`config.mk`:
```
export PLATFORM = sky130hd
export DESIGN_NAME = wptr_full_level
export DESIGN_NICKNAME = d
export VERILOG_FILES = /design/src/rtl/wptr_full_level_pkg.sv /design/src/rtl/wptr_full_level_gray2bin.sv /design/src/rtl/wptr_full_level.sv
export SDC_FILE = /design/constraint.sdc
export NUM_CORES = 1
export LEC_CHECK = 0
export CORE_ASPECT_RATIO = 0.75
export CORE_MARGIN = 4
export CORE_UTILIZATION = 43
export DETAILED_ROUTE_END_ITERATION = 8
export GPL_TIMING_DRIVEN = 0
export PLACE_DENSITY = 0.75
export RECOVER_POWER = 100
export SKIP_LAST_GASP = 1
export SLEW_MARGIN = 20
export SYNTH_ARGS = -nofsm -noshare
export SYNTH_HDL_FRONTEND = slang
export SYNTH_SLANG_ARGS = --single-unit
export TNS_END_PERCENT = 5
```
`constraint.sdc`:
```
create_clock -name wclk -period 2.75 [get_ports wclk]
set_input_delay 0.825 -clock wclk [delete_from_list [all_inputs] [get_ports wclk]]
set_output_delay 0.825 -clock wclk [all_outputs]
set_load 0.02 [all_outputs]
```
`src/rtl/wptr_full_level_pkg.sv`:
```
// Shared FIFO definitions: default address width, almost-full margin and the
// binary-to-gray helper used by both pointer domains.
package wptr_full_level_pkg;

    localparam int ADDR_WIDTH_DEF = 8;
    localparam int AF_MARGIN_DEF  = 4;

    function automatic logic [31:0] bin2gray(input logic [31:0] bin);
        return bin ^ (bin >> 1'b1);
    endfunction

endpackage

```
`src/rtl/wptr_full_level_gray2bin.sv`:
```
// Gray-to-binary converter: XOR prefix chain running down from the MSB.
// Shared with the read-side level logic.
module gray2bin #(
    parameter int n = 4
) (
    input  logic [n-1:0] gray,
    output logic [n-1:0] bin
);

    // Each binary bit is the XOR of all gray bits at or above it
    always_comb begin
        logic acc_s;
        acc_s = 1'b0;
        bin   = '0;
        for (int i = n - 1; i >= 0; i--) begin
            acc_s  = acc_s ^ gray[i];
            bin[i] = acc_s;
        end
    end

endmodule

```
`src/rtl/wptr_full_level.sv`:
```
// Write-side gray pointer, registered full/almost-full, fill level and sticky
// overflow. Optional dropped-write counter enabled by WPTR_FULL_OVF_COUNT_EN.
module wptr_full_level
    import wptr_full_level_pkg::*;
#(
    parameter int addr_width         = ADDR_WIDTH_DEF,
    parameter int almost_full_thresh = 2**addr_width - AF_MARGIN_DEF
) (
    input  logic                  wclk,
    input  logic                  wrst,
    input  logic                  winc,
    input  logic [addr_width:0]   wq2_rptr,
    input  logic                  wovf_clr,
    output logic [addr_width-1:0] waddr,
    output logic [addr_width:0]   wptr,
    output logic                  wfull,
    output logic                  walmost_full,
    output logic [addr_width:0]   wlevel,
    output logic                  woverflow,
    output logic [7:0]            wovf_count
);

    localparam int                  ptr_w_c  = addr_width + 1;
    localparam logic [addr_width:0] thresh_c = ptr_w_c'(almost_full_thresh);

    logic [addr_width:0] wbin_r;
    logic [addr_width:0] wptr_r;
    logic                wfull_r;
    logic                walmost_full_r;
    logic [addr_width:0] wlevel_r;
    logic                woverflow_r;

    logic [addr_width:0] wbinnext_s;
    logic [addr_width:0] wgraynext_s;
    logic [addr_width:0] rbin_s;
    logic [addr_width:0] level_next_s;
    logic                wfull_val_s;
    logic                ovf_ev_s;
    logic                woverflow_next_s;

    gray2bin #(.n(ptr_w_c)) u_rptr_g2b (
        .gray (wq2_rptr),
        .bin  (rbin_s)
    );

    // Next pointer, full compare, level and overflow next-state
    always_comb begin
        ovf_ev_s     = winc & wfull_r;
        wbinnext_s   = wbin_r + {{addr_width{1'b0}}, (winc & ~wfull_r)};
        wgraynext_s  = ptr_w_c'(bin2gray(32'(wbinnext_s)));
        // Full when the write pointer is exactly one lap ahead of the read pointer
        wfull_val_s  = (wgraynext_s == {~wq2_rptr[addr_width:addr_width-1],
                                         wq2_rptr[addr_width-2:0]});
        level_next_s = wbinnext_s - rbin_s;
        if (ovf_ev_s) begin
            woverflow_next_s = 1'b1;
        end else if (wovf_clr) begin
            woverflow_next_s = 1'b0;
        end else begin
            woverflow_next_s = woverflow_r;
        end
    end

    // Pointer, flag and level registers
    always_ff @(posedge wclk or posedge wrst) begin
        if (wrst) begin
            wbin_r         <= '0;
            wptr_r         <= '0;
            wfull_r        <= 1'b0;
            walmost_full_r <= 1'b0;
            wlevel_r       <= '0;
            woverflow_r    <= 1'b0;
        end else begin
            wbin_r         <= wbinnext_s;
            wptr_r         <= wgraynext_s;
            wfull_r        <= wfull_val_s;
            walmost_full_r <= (level_next_s >= thresh_c);
            wlevel_r       <= level_next_s;
            woverflow_r    <= woverflow_next_s;
        end
    end

`ifdef WPTR_FULL_OVF_COUNT_EN
    logic [7:0] wovf_count_r;
    logic [7:0] wovf_count_next_s;

    // Saturating dropped-write counter; a drop in the clear cycle counts as one
    always_comb begin
        if (ovf_ev_s) begin
            if (wovf_clr) begin
                wovf_count_next_s = 8'd1;
            end else if (wovf_count_r == 8'hFF) begin
                wovf_count_next_s = wovf_count_r;
            end else begin
                wovf_count_next_s = wovf_count_r + 8'd1;
            end
        end else if (wovf_clr) begin
            wovf_count_next_s = 8'd0;
        end else begin
            wovf_count_next_s = wovf_count_r;
        end
    end

    // Dropped-write counter register
    always_ff @(posedge wclk or posedge wrst) begin
        if (wrst) begin
            wovf_count_r <= 8'd0;
        end else begin
            wovf_count_r <= wovf_count_next_s;
        end
    end

    assign wovf_count = wovf_count_r;
`else
    assign wovf_count = 8'd0;
`endif

    assign waddr        = wbin_r[addr_width-1:0];
    assign wptr         = wptr_r;
    assign wfull        = wfull_r;
    assign walmost_full = walmost_full_r;
    assign wlevel       = wlevel_r;
    assign woverflow    = woverflow_r;

endmodule

```
==> impl_summary.md, run 1 <==
Run status
The run finished, with violations left. The final reports fail on setup timing.

Drt
The number of design-rule violations left by the first detailed-router iteration is 31. The per-cell routed wire length is 14.10 um. After detailed routing, the number of remaining DRC violations is 0. The count of nets left with antenna violations once routing finished came out at 0. The detail-routed via count per cell is 4.641. The number of vias in the routed layout is 1267. The overall routed net length is slightly below 4 mm.

The detailed-router iteration count before antenna repair is 4.

Die
The initial utilization of the core area, before any placement, comes to around 46%. From bottom edge to top edge, the die measures 62.70 um. The die covers between 5000 and 6000 um2. The placeable core region is 3756 um2.

The horizontal die dimension is 80.93 um. The initialized floorplan defines 19 standard-cell rows. 50 I/O pins were placed.

Power
The worst ir drop on vdd is approximately 820 uV. The power density relative to cell area is about 1300 nW/um2. The analysis attributes to cell leakage a power of 0.001170 uW.

CTS
The total clock buffers created by CTS is 5. The number of buffers between clock root and the deepest sink is 2. The H-tree was split into 2 levels.

The TritonCTS clock tree is done. The clock transition at the registers of the reported paths is 0.07 ns. In this run, post-CTS hold repair placed 0 buffers.

Clock latency on the worst-skew pair, taken at its later pin, is between 0.2 and 0.3 ns. The clock sink count is 29. The buffer cell driving the clock tree root is clkbuf_8.

Placed design
The number of placed instances, taps included is 255. Once detailed placement completed, the half-perimeter wirelength came to 2.834 mm. Routability-driven placement finished with a final weighted congestion of 0.7417. Buffers placed on the I/O ports in this run total 41.

Layout
0 antenna diodes ended up in the layout. The most common library cell in the layout ignoring fill and taps is dlygate4sd3_1. The library cells used most frequently in the layout, excluding fill and tap cells, are 30 x dlygate4sd3_1, 29 x dfrtp_1, 18 x buf_4. The layout cell share with drive strength beyond 1 is 20.81%. The net count of the finished layout is 244. The area growth from synthesis to layout is 42.67%. The sequential cells in the finished layout cover a total of roughly 730 um2. The count of placed standard cells in the final layout, fillers left out is 273. The multi-input combinational cells in the finished layout cover a total of 962.2 um2. The final-layout fill cell count is 299. At the end of the flow the core is filled with cells to 65.16%.

Yosys
The count of yosys warnings during synthesis is 0. The mean cell area of the mapped netlist is 11.07 um2. The netlist area before placement is 1715 um2. Counting flops and latches in the post-synthesis netlist gives 29. The share of the Yosys chip area taken by registers is 42.30%. In the synthesized netlist, the number of instances is 155.

The number of different library cells in the post-synthesis netlist is 37.

Setup path
The data required time at the worst endpoint is 2.92 ns. The type of the worst setup path is primary input to flip-flop. Of all nets on the critical path, the largest fanout is 2.

The kind of start point of the critical path is a primary input. The worst-case register-to-register setup slack is -0.30 ns. Tracing the worst setup path back leads to its startpoint at wq2_rptr[6].

Data arrives at the worst endpoint at 3.96 ns. The endpoint of the most critical register-to-register path is walmost_full$_DFF_PP0_. STA classifies the critical path endpoint as a flip-flop.

The startpoint of the most critical register-to-register path is wfull$_DFF_PP0_. Counting cells, the worst reg-to-reg path comes to 12.

Global routing
The number of antenna violations at the first check in global routing came to 0. The first global-routing pass estimated 6.279 mm of wire. The total routing resource utilization after global routing is 16.17%. The via count of the first global-routing pass is between 1000 and 1500. The sum of overflow across all layers after global routing is 0.

Entering global routing, the biggest net connects 30 pins.

Timing
For the final routed database, the setup TNS stands at -6.448 ns. The normalized max-slew margin is 28.23%. The setup slack of the critical path after layout is -1.034 ns.

The fraction of the cycle the final worst path needs is 137.6%. The post-route clock skew is 0.007528 ns. The count of final max-slew check failures came to 0. Setup repair after global routing could not meet its margin everywhere. Counting I/O delays and the setup requirement, the final critical path takes 3.784 ns. The top achievable clock speed is 264.3 MHz.

Setup violations remaining at the end of the flow were counted as 10. The hold violation total from the final report was 0. The final hold slack is 0.5229 ns. The slew at the pin with the worst max-slew slack is 1.075 ns.

Min path
The worst hold path begins at wfull$_DFF_PP0_. The endpoint with the worst hold slack is woverflow$_DFFE_PP0P_. The worst hold path passes through 2 cells.

The class of the tightest hold or removal check is flip-flop to flip-flop.

Run
The max-cap check violation count is 0.
-- flip-flops by register name (all words and copies together) (netlist names) --
signal	count
walmost_full	1
wlevel	9
wbin_r	9
wfull	1
woverflow	1
wptr	8
-- where the power goes --
group | switching (uW) | leakage, uW | total (uW) | internal (uW)
sequential | 92.3 | 0.000357 | 711 | 619
combinational | 1070 | 0.000755 | 1950 | 884
clock | 165 | 0.0000585 | 460 | 295
-- worst max path at each step --
stage / cells past startpoint / slack, ns / end
4_1_cts: 15 / -1.09 / walmost_full$_DFF_PP0_
2_1_floorplan: 15 / -1.23 / walmost_full$_DFF_PP0_
6_report: 16 / -1.03 / walmost_full$_DFF_PP0_
5_1_grt: 16 / -1.16 / walmost_full$_DFF_PP0_
3_3_place_gp: 16 / -1.99 / walmost_full$_DFF_PP0_
3_5_place_dp: 16 / -2.02 / walmost_full$_DFF_PP0_
-- synthesized netlist by cell type --
library cell   n  area (um2)
a31oi_1        1       6.260
mux2_2         1       11.26
ha_1          10       125.1
nor2_1        11       41.29
buf_4          8       60.06
a22oi_1        1       7.510
xnor2_2        1       16.27
a211oi_1       2       15.01
dfrtp_1       29       725.7
nand3_1        4       20.02
nand2b_1       2       12.51
o21ai_0        6       30.03
o21a_1         2       15.01
and3_1         1       6.260
nor3_1         1       5.000
xnor2_1       18       157.7
xnor3_1        2       45.04
conb_1         1       3.750
buf_2          1       5.000
a2111oi_2      1       15.01
nand2_1        7       26.28
a41o_1         1       10.01
o31ai_1        1       7.510
fa_1           1       20.02
xnor3_2        1       23.77
nor3_2         1       10.01
xor2_1        12       105.1
inv_1          9       33.78
nor2b_1        2       12.51
a21oi_1        5       25.02
nand3_2        1       10.01
and2_1         1       6.260
xor2_2         3       48.80
or3_1          2       12.51
a21o_1         3       22.52
mux2i_1        1       10.01
a21boi_0       1       7.510
-- worst max-delay path: stages --
cell,delay (ns)
clkbuf_2,0.10
xnor3_2,0.40
xor2_2,0.21
xnor3_2,0.33
xor2_4,0.18
xor2_2,0.20
xnor2_1,0.14
ha_2,0.21
inv_2,0.04
fa_2,0.37
a211oi_4,0.24
o21ai_2,0.10
a21o_1,0.17
a21oi_2,0.13
xor2_1,0.10
a41o_1,0.21
-- routing by layer --
layer  vias to the layer above  wire length [um]  GRT usage [%]
li1                        628                 -              -
met1                       606              1625          18.94
met2                        31              1990          27.87
met3                         2               225          5.043
met4                         0                 8          5.063
met5                         -                 0              0
-- cell families (layout without fill, tap and decap cells) --
logic type | after synthesis | after routing | synth area share [%]
AO/OA/AOI/OAI | 24 | 24 | 9.409
XOR/XNOR | 37 | 37 | 23.12
adder cells (fa/ha/maj) | 11 | 11 | 8.461
buffers and inverters | 18 | 77 | 5.762
flip-flops | 29 | 29 | 42.31
multiplexers | 2 | 2 | 1.240
other | 1 | 8 | 0.2186
AND/OR/NAND/NOR | 33 | 33 | 9.482
-- timing repair --
action	4_1_cts	5_1_grt
resized for setup	17	6
pin swaps	11	8
buffers inserted	7	3
setup endpoints to repair	11	11
-- per-stage QoR --
| stage | cell area (um2) | setup WS [ns] | total power [uW] |
|---|---|---|---|
| final | 2447 | -1.034 | 3121 |
| after global placement | 2225 | -1.987 | 2498 |
| after detailed placement | 2225 | -2.024 | 2559 |
| after global routing | 2447 | -1.159 | 3356 |
| after floorplan | 1749 | -1.233 | 1959 |
| after CTS | 2399 | -1.088 | 3112 |
-- cell type report --
type                       count  share of cell area (%)
clock buffer                   7                   3.528
sequential                    29                   29.65
tap                           52                   2.658
timing repair buffer          51                   19.58
buffer                         9                   2.658
multi-input combinational    115                   39.31
inverter                       9                   1.380
clock inverter                 1                   1.227
Power figures use the tool's default switching activity.
==> run 2: changes to the inputs <==
CAP_MARGIN = 10   (was default)
==> results of run 2 <==
No change in the layout: final DEF, timing and power equal those of run 1.
